$ cat src/rtl/parking_occupancy_ctrl.sv
// parking_occupancy_ctrl: tracks parking lot occupancy from the car_enter and
// car_exit pulses against a fixed capacity. It drives the entry permit lamp,
// the full/empty/near-full status flags and two sticky error flags.
// Optional feature macro: PARKING_BCD_EN. When defined, a sequential
// double-dabble converter presents occupancy as two BCD digits. When it is
// undefined, the BCD outputs are tied to zero.
module parking_occupancy_ctrl #(
  parameter int unsigned CAPACITY  = 15,
  parameter int unsigned NEAR_FULL = 13,
  localparam int unsigned CNT_W    = $clog2(CAPACITY + 1)
) (
  input  logic             clk,
  input  logic             reset,
  input  logic             car_enter,
  input  logic             car_exit,
  input  logic             err_clr,
  output logic [CNT_W-1:0] occupancy,
  output logic [CNT_W-1:0] free_spaces,
  output logic             full,
  output logic             empty,
  output logic             near_full,
  output logic             entry_allow,
  output logic             overflow_err,
  output logic             underflow_err,
  output logic [3:0]       bcd_tens,
  output logic [3:0]       bcd_ones,
  output logic             bcd_valid
);

  localparam logic [CNT_W-1:0] CAP_V = CNT_W'(CAPACITY);

  typedef enum logic [1:0] {
    ST_EMPTY = 2'd0,
    ST_AVAIL = 2'd1,
    ST_FULL  = 2'd2,
    ST_ERROR = 2'd3
  } state_t;

  state_t           r_state;
  logic             w_inc;
  logic             w_dec;
  logic             w_ovf_evt;
  logic             w_unf_evt;
  logic             w_err_evt;
  logic [CNT_W-1:0] w_occ_nxt;
  state_t           w_cnt_state;

  // Decode this cycle's events and the saturated next occupancy.
  always_comb begin
    w_inc     = car_enter & ~car_exit;
    w_dec     = car_exit & ~car_enter;
    w_ovf_evt = w_inc & (occupancy == CAP_V);
    w_unf_evt = w_dec & (occupancy == '0);
    w_err_evt = w_ovf_evt | w_unf_evt;
    w_occ_nxt = occupancy;
    if (w_inc && !w_ovf_evt) begin
      w_occ_nxt = occupancy + CNT_W'(1);
    end else if (w_dec && !w_unf_evt) begin
      w_occ_nxt = occupancy - CNT_W'(1);
    end
  end

  // State that matches the next occupancy, used when the FSM leaves ERROR.
  always_comb begin
    w_cnt_state = ST_AVAIL;
    if (w_occ_nxt == '0) begin
      w_cnt_state = ST_EMPTY;
    end else if (w_occ_nxt == CAP_V) begin
      w_cnt_state = ST_FULL;
    end
  end

  // Register the occupancy, the derived flags, the sticky errors and the FSM.
  always_ff @(posedge clk or posedge reset) begin
    if (reset) begin
      r_state       <= ST_EMPTY;
      occupancy     <= '0;
      free_spaces   <= CAP_V;
      full          <= 1'b0;
      empty         <= 1'b1;
      near_full     <= (NEAR_FULL == 0);
      entry_allow   <= 1'b1;
      overflow_err  <= 1'b0;
      underflow_err <= 1'b0;
    end else begin
      occupancy     <= w_occ_nxt;
      free_spaces   <= CAP_V - w_occ_nxt;
      full          <= (w_occ_nxt == CAP_V);
      empty         <= (w_occ_nxt == '0);
      near_full     <= (32'(w_occ_nxt) >= NEAR_FULL);
      overflow_err  <= w_ovf_evt | (overflow_err & ~err_clr);
      underflow_err <= w_unf_evt | (underflow_err & ~err_clr);

      if (w_err_evt) begin
        r_state     <= ST_ERROR;
        entry_allow <= 1'b0;
      end else begin
        case (r_state)
          ST_EMPTY: begin
            if (w_occ_nxt == CAP_V) begin
              r_state     <= ST_FULL;
              entry_allow <= 1'b0;
            end else if (w_occ_nxt != '0) begin
              r_state     <= ST_AVAIL;
              entry_allow <= 1'b1;
            end
          end
          ST_AVAIL: begin
            if (w_occ_nxt == '0) begin
              r_state     <= ST_EMPTY;
              entry_allow <= 1'b1;
            end else if (w_occ_nxt == CAP_V) begin
              r_state     <= ST_FULL;
              entry_allow <= 1'b0;
            end
          end
          ST_FULL: begin
            if (w_occ_nxt != CAP_V) begin
              r_state     <= (w_occ_nxt == '0) ? ST_EMPTY : ST_AVAIL;
              entry_allow <= 1'b1;
            end
          end
          ST_ERROR: begin
            if (err_clr) begin
              r_state     <= w_cnt_state;
              entry_allow <= (w_cnt_state != ST_FULL);
            end
          end
          default: begin
            r_state     <= w_cnt_state;
            entry_allow <= (w_cnt_state != ST_FULL);
          end
        endcase
      end
    end
  end

`ifdef PARKING_BCD_EN
  localparam int unsigned STEP_W = $clog2(CNT_W + 1);

  logic [CNT_W-1:0]  r_bin;
  logic [7:0]        r_work;
  logic [STEP_W-1:0] r_steps;
  logic              r_busy;
  logic              w_occ_chg;
  logic [3:0]        w_ones_adj;
  logic [3:0]        w_tens_adj;
  logic [7:0]        w_work_nxt;

  assign w_occ_chg = (w_occ_nxt != occupancy);

  // One double-dabble step: add 3 to each digit that is 5 or more, then shift in the next bit.
  always_comb begin
    w_ones_adj = (r_work[3:0] >= 4'd5) ? (r_work[3:0] + 4'd3) : r_work[3:0];
    w_tens_adj = (r_work[7:4] >= 4'd5) ? (r_work[7:4] + 4'd3) : r_work[7:4];
    w_work_nxt = 8'({w_tens_adj, w_ones_adj, r_bin[CNT_W-1]});
  end

  // Converter sequencer. An occupancy change aborts any conversion in flight and starts again.
  always_ff @(posedge clk or posedge reset) begin
    if (reset) begin
      r_bin     <= '0;
      r_work    <= '0;
      r_steps   <= '0;
      r_busy    <= 1'b0;
      bcd_tens  <= 4'd0;
      bcd_ones  <= 4'd0;
      bcd_valid <= 1'b1;
    end else if (w_occ_chg) begin
      r_bin     <= w_occ_nxt;
      r_work    <= '0;
      r_steps   <= STEP_W'(CNT_W);
      r_busy    <= 1'b1;
      bcd_valid <= 1'b0;
    end else if (r_busy) begin
      r_bin   <= r_bin << 1;
      r_work  <= w_work_nxt;
      r_steps <= r_steps - STEP_W'(1);
      if (r_steps == STEP_W'(1)) begin
        r_busy    <= 1'b0;
        bcd_tens  <= w_work_nxt[7:4];
        bcd_ones  <= w_work_nxt[3:0];
        bcd_valid <= 1'b1;
      end
    end
  end
`else
  assign bcd_tens  = 4'd0;
  assign bcd_ones  = 4'd0;
  assign bcd_valid = 1'b0;
`endif

endmodule

$ cat config.mk
export PLATFORM = sky130hd
export DESIGN_NAME = parking_occupancy_ctrl
export DESIGN_NICKNAME = d
export VERILOG_FILES = /design/src/rtl/parking_occupancy_ctrl.sv
export SDC_FILE = /design/constraint.sdc
export NUM_CORES = 1
export LEC_CHECK = 0
export ABC_AREA = 1
export BUFFER_PORTS_ARGS = -buffer_cell sky130_fd_sc_hd__buf_4
export CAP_MARGIN = 15
export CORE_ASPECT_RATIO = 1.5
export CORE_UTILIZATION = 47
export DETAILED_ROUTE_END_ITERATION = 12
export HOLD_SLACK_MARGIN = 0.06
export PLACE_DENSITY = 0.75
export SYNTH_ARGS = -nofsm -noshare
export SYNTH_HDL_FRONTEND = slang
export SYNTH_SLANG_ARGS = --single-unit
$ cat constraint.sdc
create_clock -name clk -period 1.6 [get_ports clk]
set_input_delay 0.32 -clock clk [delete_from_list [all_inputs] [get_ports clk]]
set_output_delay 0.32 -clock clk [all_outputs]
set_load 0.01 [all_outputs]
==> After elaboration in Yosys (flattened, before gate mapping) <==
Index checks and enable logic that the tools add are counted.
{ "word_totals": {"word_cells": 66, "out_inout_bits": 23, "input_bits": 5, "reg_bits": 16} }
{ "op_classes": {"n_addsub": 3, "bitwise_logic": 12, "n_mux": 21, "n_lt_le_gt_ge": 1, "n_reduce_logical": 9, "eq_ne": 11} }
{ "ops": {"columns": ["operator", "count"], "rows": [
  ["2-to-1 mux 2 bit", 9],
  ["!= test 4 bit, second input constant", 3],
  ["equality test 4 bit, second input constant", 2],
  ["zero test 4 bit", 2],
  ["2-to-1 mux 1 bit", 8],
  ["2-to-1 mux 4 bit", 2],
  ["one-hot mux 2 bit (4 select lines)", 1],
  ["AND 1 bit", 6],
  ["!= test 3 bit, second input constant", 2],
  ["adder 4 x 1 -> 4 bit, second input constant", 1],
  ["equality test 2 bit, second input constant", 2],
  [">= comparator 4 bit, second input constant", 1],
  ["one-hot mux 1 bit (4 select lines)", 1],
  ["AND reduction 4 bit", 1],
  ["nonzero test 4 bit", 1],
  ["subtractor 4 x 1 -> 4 bit, second input constant", 1],
  ["subtractor 4 bit, first input constant", 1],
  ["inverter 1 bit", 3],
  ["bitwise OR 1 bit", 3],
  ["equality test 2 x 1 -> 1 bit, second input constant", 1],
  ["logical AND 1 bit", 2],
  ["zero test 1 bit", 2],
  ["zero test 2 bit", 1],
  ["!= test 2 bit, second input constant", 1]
]} }

==> Longest topological paths before layout <==
Gate-level depths: netlist of the first run.
{ "logic_depth": {"word_depth": 14, "ltp_mapped": 16, "depth_no_buf": 16} }

==> Least setup slack after synthesis of the first run <==
OpenSTA, ideal clock, no wires.
{ "synth_path": {"path_type": "register to register", "from": "register occupancy[0]", "to": "register entry_allow", "path_stages_with_launch": 16, "period_less_slack_ps": 1769, "t_required_ps": 1524, "n_path_buf": 0, "path_slack_ps": -169, "arrival_time_ps": 1694, "setup_time_ps": 76, "path_cell_list": "dfrtp_1 -> inv_1 -> ha_1 -> nand2_2 -> nand2_2 -> nand2_1 -> nand2_1 -> and2_4 -> nor2_8 -> nand3_4 -> nand2_2 -> nand2_1 -> nand2_2 -> nand2_1 -> nand2_1 -> nand2_1"} }
{ "synth_between": {"elab_chain_cells": 13, "elab_cells_between_ends": 30, "cone_classes": "add/sub (2); eq/ne (8); mux (9); bitwise (3); reduce/logical (8)"} }
{ "synth_lines": {"columns": ["item", "line_no", "source"], "rows": [
  ["start: declaration", "17", "output logic [CNT_W-1:0] occupancy,"],
  ["start signal: assignment", "86", "occupancy <= w_occ_nxt;"],
  ["parallel branches: the longest is 5 deep, another holds subtractor 4 x 1 -> 4 bit", null, null],
  ["2-to-1 mux 4 bit *", "56", "if (w_inc && !w_ovf_evt) begin"],
  ["via w_occ_nxt[0]", "45", "logic [CNT_W-1:0] w_occ_nxt;"],
  ["equality test 4 bit", "68, 100, 112", null],
  ["2-to-1 mux 2 bit", "68", "end else if (w_occ_nxt == CAP_V) begin"],
  ["2-to-1 mux 2 bit", "66", "if (w_occ_nxt == '0) begin"],
  ["!= test 2 bit", null, null],
  ["2-to-1 mux 1 bit", "124", "if (err_clr) begin"],
  ["one-hot mux 1 bit (4 select lines)", "98", "case (r_state)"],
  ["2-to-1 mux 1 bit", "94", "if (w_err_evt) begin"],
  ["end signal: assignment", "126", "entry_allow <= (w_cnt_state != ST_FULL);"],
  ["end signal: assignment", "131", "entry_allow <= (w_cnt_state != ST_FULL);"],
  ["end: declaration", "22", "output logic entry_allow,"]
]} }
Mark *: on every way through the listed nets, which the timed path passes. The select of a mux whose other input is x is not followed.
A chain may end at the register's enable or synchronous reset.

==> Final worst setup path of the first run <==
{ "layout_path": {"from": "register occupancy[0]", "to": "register r_state[0]"} }
{ "layout_between": {"elab_chain_cells": 12, "elab_cells_between_ends": 31, "cone_classes": "add/sub (2); eq/ne (7); mux (11); bitwise (3); reduce/logical (8)"} }
{ "layout_lines": {"columns": ["item", "line_no", "source"], "rows": [
  ["parallel branches: the longest is 5 deep, another holds subtractor 4 x 1 -> 4 bit", null, null],
  ["2-to-1 mux 4 bit *", "56", null],
  ["via w_occ_nxt[0]", "45", null],
  ["equality test 4 bit", "68, 100, 112", null],
  ["2-to-1 mux 2 bit", "68", null],
  ["2-to-1 mux 2 bit", "66", null],
  ["2-to-1 mux 2 bit", "124", null],
  ["one-hot mux 2 bit (4 select lines)", "98", null],
  ["2-to-1 mux 2 bit", "94", null],
  ["end signal: assignment", "119", "r_state <= (w_occ_nxt == '0) ? ST_EMPTY : ST_AVAIL;"],
  ["end signal: assignment", "125", "r_state <= w_cnt_state;"],
  ["end signal: assignment", "130", "r_state <= w_cnt_state;"],
  ["end: declaration", "39", "state_t r_state;"]
]} }
Marked as above.

==> flow_summary_export.csv, run 1 <==
group,metric,value,unit
layout,final_cell_count_no_fill,202,
layout,postLayoutCellArea,1530,µm²
global_route,initial_antenna_violation_count,0,
layout,ff_latch_area,410,µm²
timing,setup_ws,-0.250,ns
yosys,syn_avg_cell_area,7.88,µm²
timing,tightest_slew,0.574,ns
power,p_leak,0.000828,µW
flow_run,maxCapViolations,0,
timing,min_period_over_period,116,%
floorplan,die_span_y,60.9,µm
cts,tritoncts,"done",
route,drt_first_iter_violations,20,
global_route,global_route.overflow_total,0,
timing,maxSlewHeadroom,61.7,%
global_route,grt_pass1_wl,3730,µm
power,clock_power_share,9.4,%
global_route,groute.usage.overall,22.0,%
floorplan,dieWidth,41.3,µm
power,power.switching,1250,µW
placement,buffer_ports.inserted,18,
power,sequentialPowerShare,26.9,%
cts,cts-root-buf,"sky130_fd_sc_hd__clkbuf_4",
route,detail_route.wirelength,2420,µm
layout,area_overhead_of_the_layout_relative_to_synthesis,40.3,%
worst_setup_path,critical_path_required,1.79,ns
power,worst_ir_drop_vdd,0.00110,V
route,routed-via-count,973,
outcome,outcome,"finished, violations left",
power,combPwrFrac,63.7,%
placement,placed_cells,193,
worst_setup_path,critical_path_class,"flop to flop",
timing,slew_viol_final,0,
yosys,ys_seq_elements,16,
route,drt_drc_violations_left,0,
route,drtAntennaViolNets,0,
power,totalPowerFinal,2820,µW
worst_setup_path,setup.worst_path.end_class,"flop",
layout,multi_input_area,668,µm²
cts,worstSkewPairLatency,0.29,ns
cts,cts_hold_buf,0,
floorplan,die_area,2510,µm²
timing,setup-violations-final,6,
floorplan,floorplan.initialDensity,49.3,%
cts,htree_num_levels,1,
timing,finClkSkew,0.00387,ns
outcome,violations,"negative setup slack",
cts,tritoncts_buffer_count,3,
floorplan,rows,21,
timing,setup-tns-final,-0.893,ns
yosys,yosys_warnings,0,
placement,routabilityCongestion,0.809,
placement,postPlaceCellArea,1360,µm²
global_route,grt_start_max_net_pins,17,
power,netSwitchingFraction,44.3,%
worst_setup_path,crit_path_max_fanout,5,
floorplan,io-pin-count,28,
layout,n_antenna_cell,0,
cts,cts_buffer_depth,2,
global_route,number_of_global_route_vias_before_repair,978,
yosys,synth_area,1090,µm²
timing,post-route-min-period,1.85,ns
yosys,netlist-cell-type-count,26,
layout,total_nets_final,188,
layout,drive_gt1_share,49.7,%
placement,detailed_place_hpwl,1860,µm
route,route.detailed.wl_per_inst,12.0,µm
min_path,hold_path.class,"input port to async pin",
floorplan,floorplan.core_area,2210,µm²
power,p_int,1570,µW
worst_setup_path,arrival,2.04,ns
cts,cts_sinks,16,
timing,finalHoldViolations,0,
route,route.detailed.vias_per_inst,4.82,
worst_setup_path,setup.worst_path.start_class,"flop",
layout,fill_cells,179,
yosys,syn_inst,138,
power,p_per_area,1850,nW/µm²
route,drt_pre_antenna_iters,4,
timing,achievable-frequency,540,MHz
yosys,sequential_area_share_after_synthesis,37.5,%
cts,path_clk_slew,0.09,ns
timing,grt_setup_unrepaired,"yes",
-- synth_stat cells, drive strengths merged --
| cell | count | area [µm²] |
|---|---|---|
| xor2 | 2 | 17.5 |
| nand4 | 1 | 6.26 |
| nand3 | 10 | 80.1 |
| nor2 | 18 | 105 |
| and2 | 1 | 8.76 |
| nor3b | 1 | 7.51 |
| dfstp | 6 | 158 |
| buf | 9 | 67.6 |
| inv | 22 | 82.6 |
| o21ai | 5 | 25.0 |
| ha | 3 | 37.5 |
| o22ai | 1 | 6.26 |
| nand2 | 44 | 205 |
| conb | 1 | 3.75 |
| nand3b | 1 | 7.51 |
| dfrtp | 10 | 250 |
| a21oi | 1 | 8.76 |
| nor3 | 2 | 10.0 |
-- layer usage --
layer | vias to the layer above | global-route usage [%] | share of wire [%]
met3 | 7 | 1.47 | 2.3
met5 | - | 0 | 0
met1 | 463 | 20.1 | 34
met4 | 0 | 10.1 | 2.5
met2 | 15 | 44.0 | 61
li1 | 488 | - | -
-- final timing paths --
| path | start | endpoint | slack [ns] | cells past startpoint |
|---|---|---|---|---|
| setup / recovery | occupancy[0] | r_state[0] | -0.25 | 12 |
| hold / removal | reset | full | 0.08 | 2 |
| setup reg to reg | occupancy[0] | r_state[0] | -0.25 | 12 |
| hold reg to reg | entry_allow | entry_allow | 0.49 | 2 |
| max in group asynchronous | reset | occupancy[1] | 1.11 | 2 |
| min in group clk | err_clr | underflow_err | 0.23 | 2 |
-- power groups by stage --
stage | logic (µW) | registers [µW] | clock network, µW
floorplan | 925 | 803 | 0
global placement | 1520 | 732 | 0
detailed placement | 1570 | 740 | 0
CTS | 1670 | 744 | 272
global route | 2000 | 766 | 295
finish | 1800 | 758 | 266
-- placed cells by master (no fill, tap or decap), types with 2 or more instances in the layout --
master / n
sky130_fd_sc_hd__inv_1: 17
sky130_fd_sc_hd__nor2_8: 2
sky130_fd_sc_hd__ha_4: 2
sky130_fd_sc_hd__nand2_4: 9
sky130_fd_sc_hd__dfrtp_2: 2
sky130_fd_sc_hd__o21ai_0: 2
sky130_fd_sc_hd__o21ai_1: 2
sky130_fd_sc_hd__conb_1: 9
sky130_fd_sc_hd__nand3_1: 7
sky130_fd_sc_hd__nor2_1: 11
sky130_fd_sc_hd__dfrtp_1: 8
sky130_fd_sc_hd__nor2_4: 2
sky130_fd_sc_hd__buf_4: 35
sky130_fd_sc_hd__nand2_2: 9
sky130_fd_sc_hd__nand3_4: 3
sky130_fd_sc_hd__dfstp_2: 6
sky130_fd_sc_hd__buf_6: 3
sky130_fd_sc_hd__nor2_2: 3
sky130_fd_sc_hd__clkbuf_4: 3
sky130_fd_sc_hd__nand2_1: 26
sky130_fd_sc_hd__inv_2: 4
sky130_fd_sc_hd__xor2_1: 2
-- critical path, cell delays in order (launching register included) --
cell	delay, ns
sky130_fd_sc_hd__dfrtp_2	0.47
sky130_fd_sc_hd__ha_4	0.19
sky130_fd_sc_hd__nand3_4	0.09
sky130_fd_sc_hd__nand2_4	0.08
sky130_fd_sc_hd__nand2_2	0.09
sky130_fd_sc_hd__nand2_2	0.04
sky130_fd_sc_hd__and2_4	0.18
sky130_fd_sc_hd__nor2_8	0.12
sky130_fd_sc_hd__nand3_4	0.11
sky130_fd_sc_hd__nand2_2	0.08
sky130_fd_sc_hd__nor2_1	0.05
sky130_fd_sc_hd__nor2_1	0.13
sky130_fd_sc_hd__o21ai_1	0.08
-- flip-flops by register name, summed over array words and instances (netlist names) --
| register | flops |
|---|---|
| overflow_err | 1 |
| near_full | 1 |
| empty | 1 |
| underflow_err | 1 |
| occupancy | 4 |
| entry_allow | 1 |
| full | 1 |
| free_spaces | 4 |
| r_state | 2 |
-- final cells by class --
cell class                 count  area share [%]
tap                           23            1.89
inverter                      22            5.58
timing repair buffer          38            19.4
multi-input combinational     99            43.8
sequential                    16            26.9
clock buffer                   4            2.38
-- per-stage QoR --
step                hold slack, ns  setup WS [ns]  util [%]
floorplan                    0.229        -0.0844         -
global placement             0.421         -0.199      61.6
detailed placement           0.425         -0.266      61.6
CTS                          0.103         -0.209      66.2
global route                 0.129         -0.356      69.1
finish                      0.0784         -0.250      69.1
-- cells by family after synthesis --
family                     Yosys count  share of synthesized area, %
and+or+nand+nor                     78                          39.6
DFF                                 16                          37.5
AOI/OAI and AO/OA                    7                          3.68
adders and majority gates            3                          3.45
buffers and inverters               31                          13.8
xor gates and xnor gates             2                          1.61
other                                1                         0.345
-- timing repair --
action / CTS / global route
buffers inserted: 4 / 3
endpoints found under the setup margin: 6 / 8
resized for setup: 9 / 17
pin swaps: 9 / 9
No activity file was read; power rests on OpenSTA's default activity.
==> run 2, diff against run 1 <==
--- a/config.mk
+++ b/config.mk
@@ -8,11 +8,9 @@
 export ABC_AREA = 1
 export BUFFER_PORTS_ARGS = -buffer_cell sky130_fd_sc_hd__buf_4
 export CAP_MARGIN = 15
-export CORE_ASPECT_RATIO = 1.5
-export CORE_UTILIZATION = 47
+export CORE_UTILIZATION = 35
 export DETAILED_ROUTE_END_ITERATION = 12
 export HOLD_SLACK_MARGIN = 0.06
-export PLACE_DENSITY = 0.75
 export SYNTH_ARGS = -nofsm -noshare
 export SYNTH_HDL_FRONTEND = slang
 export SYNTH_SLANG_ARGS = --single-unit
==> run 2 against run 1 <==
Effect of this change:
- the run ends with design-rule violations, negative setup slack left
- worst hold slack gained 0.018 ns
- design area rose by 0.49%
- combinational power about the same
- via count is 1.0% lower
- clock skew up 0.0040 ns
- total power barely moved
==> flow_summary_export.csv, run 2 (synthesis gave the netlist of run 1 again) <==
group,metric,value,unit
flow_run,maxCapViolations,0,
placement,detailed_place_hpwl,1730,µm
outcome,violations,"design-rule violations, negative setup slack",
timing,post-route-min-period,1.79,ns
worst_setup_path,critical_path_required,1.83,ns
route,route.detailed.vias_per_inst,4.61,
worst_setup_path,setup.reg_to_reg.worst_slack,-0.19,ns
global_route,groute.usage.overall,14.7,%
layout,postLayoutCellArea,1530,µm²
global_route,initial_antenna_violation_count,0,
global_route,met2_global_route_usage,25.9,%
cts,worstSkewPairLatency,0.29,ns
placement,dp_slack,-0.232,ns
route,drtAntennaViolNets,0,
floorplan,rows,19,
layout,n_antenna_cell,0,
timing,setup-violations-final,3,
layout,total_nets_final,187,
timing,slew_viol_final,0,
global_route,grt_pass1_wl,3770,µm
timing,setup_ws,-0.192,ns
worst_setup_path,timing.critical_path.slowest_stage_cell,"sky130_fd_sc_hd__dfrtp_2",
cts,path_clk_slew,0.09,ns
cts,cts_buffer_depth,2,
route,drt_drc_violations_left,2,
worst_setup_path,setup.worst_path.start_class,"flop",
placement,buffer_ports.inserted,18,
floorplan,floorplan.initialDensity,38.1,%
power,p_per_area,1840,nW/µm²
worst_setup_path,crit_path_max_fanout,5,
floorplan,die_area,3330,µm²
floorplan,io-pin-count,28,
power,worst_ir_drop_vdd,0.000839,V
timing,tightest_slew,0.620,ns
layout,area_overhead_of_the_layout_relative_to_synthesis,41.0,%
route,route.detailed.wl_per_inst,11.5,µm
layout,commonest_non_fill_non_tap_cell_in_the_layout,"sky130_fd_sc_hd__buf_4",
placement,postPlaceCellArea,1350,µm²
global_route,grt-busiest-layer,"met2",
floorplan,dieWidth,57.7,µm
layout,fill_cells,261,
worst_setup_path,critical_path_class,"flop to flop",
route,routed-via-count,963,
cts,htree_num_levels,1,
cts,cts-root-buf,"sky130_fd_sc_hd__clkbuf_4",
route,drt_first_iter_violations,32,
layout,layout_common_cells,"sky130_fd_sc_hd__buf_4, sky130_fd_sc_hd__nand2_1, sky130_fd_sc_hd__inv_1",
cts,cts_hold_buf,0,
worst_setup_path,critical_path.cell_chain,"buf_12, nand3_4, nand2_4, inv_2, nor2_2, nand2_2, nand2_4, nand3_4, nor2_8, nand2_2, nand3_2, nand3_1, nand2_1",
route,drt_pre_antenna_iters,9,
cts,tritoncts_buffer_count,3,
floorplan,die_span_y,57.7,µm
power,p_leak,0.000825,µW
placement,routabilityCongestion,0.928,
global_route,grt_use_met3,5.13,%
worst_setup_path,arrival,2.02,ns
global_route,global_route.overflow_total,0,
global_route,grt_start_max_net_pins,17,
global_route,number_of_global_route_vias_before_repair,905,
layout,multi_input_area,671,µm²
layout,reg_top3,"free_spaces (4), occupancy (4), r_state (2)",
worst_setup_path,setup.worst_path.end_class,"flop",
floorplan,floorplan.core_area,2850,µm²
timing,min_period_over_period,112,%
global_route,met1_grt_util,18.2,%
timing,achievable-frequency,558,MHz
timing,finClkSkew,0.00784,ns
timing,maxSlewHeadroom,58.6,%
worst_setup_path,critical_path_max_stage_delay,0.48,ns
route,detail_route.wirelength,2390,µm
min_path,hold_path.class,"input port to async pin",
outcome,outcome,"finished, violations left",
timing,finalHoldViolations,0,
layout,drive_gt1_share,50.6,%
layout,ff_latch_area,412,µm²
cts,cts_sinks,16,
timing,grt_setup_unrepaired,"yes",
cts,tritoncts,"done",
## run 2: layout make-up
type / count / area share, %
multi-input combinational: 99 / 43.8
sequential: 16 / 26.9
timing repair buffer: 37 / 18.9
inverter: 22 / 5.55
tap: 31 / 2.53
clock buffer: 4 / 2.37
## run 2: worst paths after layout
path	from	to	cells after the start
max	occupancy[2]	r_state[1]	13
min	reset	overflow_err	2
max reg2reg	occupancy[2]	r_state[1]	13
min reg2reg	entry_allow	entry_allow	2
max in group asynchronous	reset	occupancy[1]	2
min in group clk	err_clr	underflow_err	2
## run 2: worst max-delay path, delay by kind of cell (launching register included)
family                 cells  cell delay (ns)
buffers and inverters      2             0.20
AND/OR/NAND/NOR           11             1.04
flip-flops                 1             0.48
## run 2: power by group
group	switching, µW	internal (µW)	total (µW)
clock network	128	139	266
registers	152	606	757
logic	971	826	1800
total	1250	1570	2820
## run 2: stage by stage
stage	utilization (%)	setup TNS [ns]	hold WS [ns]	power (µW)	cells
detailed placement	47.5	-0.661	0.433	2270	199
CTS	52.1	-0.455	0.101	2720	208
finish	53.7	-0.555	0.0967	2820	209
global route	53.7	-0.930	0.145	3030	209
global placement	47.5	-0.639	0.423	2250	199
floorplan	-	-0.246	0.229	1730	146
## run 2: repair_timing
action,in CTS,in global routing
setup endpoints to repair,3,4
pin swaps,12,9
hold endpoints to repair,0,0
resized for setup,13,11
setup buffers,5,1
## run 2: metal layers
layer	routed length [µm]	share of wire, %
met1	1100	46
met2	1180	49
met4	0	0
met3	122	5.1
met5	0	0
